[src/rtl/step_timer_unit.sv]
// Purpose: signed step temp register with sign flags, plus prescaled inter-step delay FSM.
// Latency: temp updates one edge after an op; delay_done first high at cycle delay_value*PRESCALE+2 after start.
// Backpressure: enable_delay_counter low freezes a running delay; DONE is held until enable acknowledges it.
module step_timer_unit #(
    parameter int DATA_W     = 8,
    parameter int PRESCALE   = 1000,
    parameter int PRESCALE_W = 10
) (
    input  logic              clk,
    input  logic              reset,
    input  logic              load_temp_register,
    input  logic              increment_temp_register,
    input  logic              decrement_temp_register,
    input  logic [DATA_W-1:0] step_count_in,
    input  logic              start_delay_counter,
    input  logic              enable_delay_counter,
    input  logic [DATA_W-1:0] delay_value,
    output logic [DATA_W-1:0] temp_value,
    output logic              temp_is_positive,
    output logic              temp_is_negative,
    output logic              temp_is_zero,
    output logic              delay_done,
    output logic              delay_busy
);

    typedef enum logic [1:0] {
        ST_IDLE = 2'd0,
        ST_RUN  = 2'd1,
        ST_DONE = 2'd2
    } state_t;

    // Last prescaler value before a tick; PRESCALE=1 makes every enabled cycle a tick.
    localparam logic [PRESCALE_W-1:0] LP_PRESC_LAST = PRESCALE_W'(PRESCALE - 1);

    logic [DATA_W-1:0]     r_temp;
    logic [DATA_W-1:0]     r_count;
    logic [PRESCALE_W-1:0] r_presc;
    state_t                r_state;
    logic                  r_done;
    logic                  r_busy;
    logic                  w_temp_zero;
    logic                  w_temp_neg;

    // Temp register: load beats inc/dec, inc+dec together hold, wrap on overflow.
    always_ff @(posedge clk) begin
        if (reset) begin
            r_temp <= '0;
        end else if (load_temp_register) begin
            r_temp <= step_count_in;
        end else if (increment_temp_register && !decrement_temp_register) begin
            r_temp <= r_temp + 1'b1;
        end else if (decrement_temp_register && !increment_temp_register) begin
            r_temp <= r_temp - 1'b1;
        end
    end

    // Delay FSM with prescaler; done/busy are registered alongside the state.
    always_ff @(posedge clk) begin
        if (reset) begin
            r_state <= ST_IDLE;
            r_count <= '0;
            r_presc <= '0;
            r_done  <= 1'b0;
            r_busy  <= 1'b0;
        end else if (start_delay_counter) begin
            // A restart from any state reloads the count and realigns the prescaler.
            r_state <= ST_RUN;
            r_count <= delay_value;
            r_presc <= '0;
            r_done  <= 1'b0;
            r_busy  <= 1'b1;
        end else begin
            case (r_state)
                ST_RUN: begin
                    if (r_count == '0) begin
                        r_state <= ST_DONE;
                        r_done  <= 1'b1;
                        r_busy  <= 1'b0;
                    end else if (enable_delay_counter) begin
                        if (r_presc == LP_PRESC_LAST) begin
                            r_presc <= '0;
                            r_count <= r_count - 1'b1;
                        end else begin
                            r_presc <= r_presc + 1'b1;
                        end
                    end
                end
                ST_DONE: begin
                    // Hold done until the controller acknowledges with enable.
                    if (enable_delay_counter) begin
                        r_state <= ST_IDLE;
                        r_done  <= 1'b0;
                    end
                end
                default: begin
                    r_state <= ST_IDLE;
                    r_done  <= 1'b0;
                    r_busy  <= 1'b0;
                end
            endcase
        end
    end

    // Sign flags decoded from the temp register; exactly one is ever high.
    always_comb begin
        w_temp_zero = (r_temp == '0);
        w_temp_neg  = r_temp[DATA_W-1];
    end

    assign temp_value       = r_temp;
    assign temp_is_zero     = w_temp_zero;
    assign temp_is_negative = w_temp_neg;
    assign temp_is_positive = !w_temp_neg && !w_temp_zero;
    assign delay_done       = r_done;
    assign delay_busy       = r_busy;

endmodule

[config.mk]
export PLATFORM = sky130hd
export DESIGN_NAME = step_timer_unit
export DESIGN_NICKNAME = d
export VERILOG_FILES = /design/src/rtl/step_timer_unit.sv
export SDC_FILE = /design/constraint.sdc
export NUM_CORES = 1
export LEC_CHECK = 0
export ABC_AREA = 0
export CAP_MARGIN = 30
export CORE_MARGIN = 2
export CORE_UTILIZATION = 55
export CTS_CLUSTER_DIAMETER = 120
export DETAILED_ROUTE_END_ITERATION = 6
export PLACE_DENSITY = 0.84
export SKIP_LAST_GASP = 1
export SLEW_MARGIN = 20
export SYNTH_ARGS = -nofsm -noshare
export SYNTH_HDL_FRONTEND = slang
export SYNTH_SLANG_ARGS = --single-unit
[constraint.sdc]
create_clock -name clk -period 3.7 [get_ports clk]
set_input_delay 0.74 -clock clk [delete_from_list [all_inputs] [get_ports clk]]
set_output_delay 0.74 -clock clk [all_outputs]
set_load 0.03 [all_outputs]
Word level (Yosys, flattened, before mapping)
Index checks and enable logic that the tools add are counted.
Word-level totals
  bits in registers: 30
  bits of input ports: 23
  output and inout port bits: 13
Cells by class
  add/subtract/negate cells: 4
  eq/ne operators: 9
  mux-type cells: 19
  bitwise logic cells: 1
  reduce and logical (&&, ||, !) cells: 19
Operator list (number)
  $mux W8: 8
  $logic_not A8 Y1: 2
  $sub A8 B1 Y8 const B: 2
  $add A10 B1 Y10 const B: 1
  $eq A10 B10 Y1 const B: 1
  $mux W10: 1
  $add A8 B1 Y8 const B: 1
  $ne A2 B2 Y1 const B: 4
  $ne A3 B3 Y1 const B: 2
  $reduce_and A2 Y1: 3
  $reduce_bool A2 Y1: 3
  $mux W1: 5
  $logic_not A1 Y1: 4
  $mux W2: 2
  $pmux W1 S2: 2
  $pmux W2 S2: 1
  $reduce_and A4 Y1: 1
  $logic_and A1 B1 Y1: 3
  $reduce_and A3 Y1: 1
  $reduce_bool A3 Y1: 1
  $eq A2 B1 Y1 const B: 1
  $eq A2 B2 Y1 const B: 1
  $reduce_or A2 Y1: 1
  $not A1 Y1: 1

Depth between registers and ports, before layout
  word-level depth: 6
  mapped depth: 8
  gate-level depth less buffers: 7

Worst setup path after synthesis
No wires, ideal clock.
  kind: input port to flip-flop
  start point: input port decrement_temp_register
  end point: register r_temp[7] (netlist: temp_value[7])
  arrival time: 2.419 ns
  setup slack: 1.203 ns
  cell stages on the path: 7
  path through: nand2b_1 -> ha_1 -> o21ai_0 -> a21boi_0 -> o221ai_1 -> or3b_2 -> nor3_1
On the way
  word-level cells in the longest chain between the ends: 4
  elaborated cells on any way between the ends: 6
  classes of those cells: mux: 2; reduce/logical: 4
RTL lines
  start, declared: line 13  | input logic decrement_temp_register,
  $logic_not A1 Y1: line 50  | end else if (increment_temp_register && !decrement_temp_register) begin
  $logic_and A1 B1 Y1: line 50
  $mux W8: line 50
  $mux W8: line 48  | end else if (load_temp_register) begin
  end signal, assigned: line 49  | r_temp <= step_count_in;
  end signal, assigned: line 51  | r_temp <= r_temp + 1'b1;
  end signal, assigned: line 53  | r_temp <= r_temp - 1'b1;
  end, declared: line 35  | logic [DATA_W-1:0] r_temp;
Parallel ways exist; a longest one is shown, timed or not.
A chain may end at the register's enable or synchronous reset.

Worst setup path in the final report
Ends and elaborated chain as after synthesis.

==> results.ini <==
[sta]
fin_setup_tns_ns=0
worstMarginPinSlew_ns=0.641
skew_ns=0.00260
hold_viol_final=0
slew_headroom_pct=57.0
rsz0062_at_grt=false
drv_slew=0
finalSetupViolations=0
max_freq_mhz=345
finalCriticalPeriod_ns=2.90
period_share_pct=78.3

[route]
vias=1677
drt-total-wl_um=3850
postRouteAntennaNets=0
drc=0
firstDrtPassIters=4
wl_per_cell_um=12.8
drt-initial-drc-count=62
viasPerCell=5.57

[global_routing]
grt_use_total_pct=23.6
grt_pass1_wl_um=6540
grt_overflow_total=0
antenna_found_initial=0
grt_max_degree=17
grt_pass1_vias=1556

[floorplanning]
die-area_sq_um=3740
die_w_um=61.2
initial_utilization_pct=58.4
core-area_sq_um=3080
rows=20
io_pins=36
die_h_um=61.2

[worst_setup_path]
crit_type=input pin to flip-flop
r2r_setup_slack_ns=1.68
worst_setup_path_end_kind=flip-flop
rr_worst_depth=6
critPathRequiredTime_ns=3.96
r2r-start=r_presc[0]
crit_arrival_ns=3.15
path_max_fanout=10
timing.rr.end=r_count[1]
worstSetupStartpointType=input pin

[clock_tree]
hold_buffers=0
cts_sinks=29
cts.root.buffer_cell=clkbuf_4
h-tree-depth=2
cts_setup_buffers=0
cts_made_buffers=5
clockBufferDepth=2
cts_tree=yes
clkLatencyLatePin_ns=0.33
cts-resized-gates=0
clk_pin_slew_ns=0.08

[yosys]
yosys.area.top_type=dfxtp_1
synth_area_leaders=dfxtp_1 32%, nor2_1 7.1%, ha_1 6.3%, xor2_1 4.9%, a211oi_1 4.2%
syn_area_sq_um=1800
yosysTopAreaCellShare_pct=32.3
yosysSeqAreaShare_pct=32.3
yosysUniqueCellTypes=48
ys.flop_type=dfxtp_1
yosys_warnings=0
synth-seq-cells=29
synthArstFlopShare_pct=0
synthCells=220
syn_avg_cell_area_sq_um=8.17
synth_edf_count=0
synth.net_count=253

[layout]
nets=290
finish.instance_area_sq_um=2230
area_growth_pct=24.1
drive_above_1_share_pct=6.23
nFillCells=265
n_antenna_cell=0

[pwr]
leakagePower_nw=0.817
powerDensity_nw_per_um2=350
ir_worst_vdd_mv=0.205

[min_path]
holdCritStartpoint=r_presc[1]
hold_path.class=flip-flop to flip-flop
hold-path-endpoint=r_presc[1]
hold_depth=2

[place]
place_area_sq_um=2170
portBuffers=35
dp_hpwl_um=2870
gp_congestion=0.858

[run_status]
status=finished clean

[run]
max_cap_viol_count=0

metal layers:
| metal | vias up | track usage, % | wire, um |
|---|---|---|---|
| li1 | 868 | - | - |
| met5 | - | 0 | 0 |
| met3 | 5 | 7.14 | 173 |
| met4 | 0 | 7.14 | 41 |
| met1 | 767 | 27.1 | 1740 |
| met2 | 37 | 41.9 | 1890 |
sequential cells by signal, summed over array words and instances, names as in the netlist:
register and cells:
temp_value 8, delay_busy 1, r_state 2, r_count 8
r_presc 10
worst max-delay path: stages:
cell and delay [ns]:
clkdlybuf4s50_1 0.51, nand2b_1 0.37, ha_1 0.34, o21ai_0 0.23, a21boi_0 0.18, o221ai_1 0.20
or3b_2 0.45, nor3_1 0.12
cell usage after synthesis (all sizes together) (2+ instances only):
library cell,instances
nor2,34
dfxtp,29
nand2,18
a21oi,12
o21ai,12
a211oi,10
xor2,10
ha,9
inv,8
xnor2,8
nor3,7
nand3,6
nand4,6
nor4,5
buf,4
clkbuf,3
mux2i,3
o21a,3
o22ai,3
a21o,2
nand2b,2
nand3b,2
nand4b,2
nor2b,2
nor3b,2
or3b,2
or4,2
power breakdown:
part	internal [mW]	switching, mW	total (mW)
clock network	0.0895	0.106	0.195
logic	0.111	0.126	0.238
registers	0.329	0.0187	0.347
kinds of logic (layout without fill, tap and decap cells):
kind of cell	count (synthesis)	count (layout)	share of synthesized area (%)
adders and majority gates	10	10	7.38
DFF	29	29	32.3
buffers and inverters	16	53	4.25
and+or+nand+nor	94	94	27.1
muxes	4	4	2.30
AOI/OAI and AO/OA	49	49	17.9
xor gates and xnor gates	18	18	8.77
worst max-delay path by stage:
| stage | depth (start not counted) | startpoint | to |
|---|---|---|---|
| floorplan | 7 | decrement_temp_register | temp_value[7] |
| global placement | 8 | decrement_temp_register | temp_value[7] |
| detailed placement | 8 | decrement_temp_register | temp_value[7] |
| CTS | 8 | decrement_temp_register | temp_value[7] |
| global route | 8 | decrement_temp_register | temp_value[7] |
| finish | 8 | decrement_temp_register | temp_value[7] |
per-stage QoR:
stage | utilization [%] | worst slack [ns] | hold WS, ns | power (mW) | cells
5_1_grt | 72.4 | 0.596 | 0.513 | 0.832 | 301
3_3_place_gp | 70.7 | 0.547 | 0.461 | 0.586 | 294
3_5_place_dp | 70.7 | 0.483 | 0.475 | 0.592 | 294
2_1_floorplan | - | 1.20 | 0.449 | 0.511 | 220
6_report | 72.4 | 0.804 | 0.484 | 0.781 | 301
4_1_cts | 72.4 | 0.823 | 0.487 | 0.787 | 301
final cells by class:
cell class,instances,area (sq um),area share [%]
timing repair buffer,37,365,16.4
inverter,9,33.8,1.52
sequential,29,581,26.0
multi-input combinational,175,1140,51.1
clock buffer,7,55.1,2.47
tap,44,55.1,2.47
placed cells by master, fill, tap and decap left out, drive strengths merged, types with 3 or more instances in the layout:
cell type / netlist / routed
a211oi: 10 / 10
a21oi: 12 / 12
clkbuf: 3 / 7
clkdlybuf4s50: 0 / 35
dfxtp: 29 / 29
ha: 9 / 9
inv: 8 / 8
mux2i: 3 / 3
nand2: 18 / 18
nand3: 6 / 6
nand4: 6 / 6
nor2: 34 / 34
nor3: 7 / 7
nor4: 5 / 5
o21a: 3 / 3
o21ai: 12 / 12
o22ai: 3 / 3
xnor2: 8 / 8
xor2: 10 / 10
Note: power is estimated with default switching activity, not from simulation.
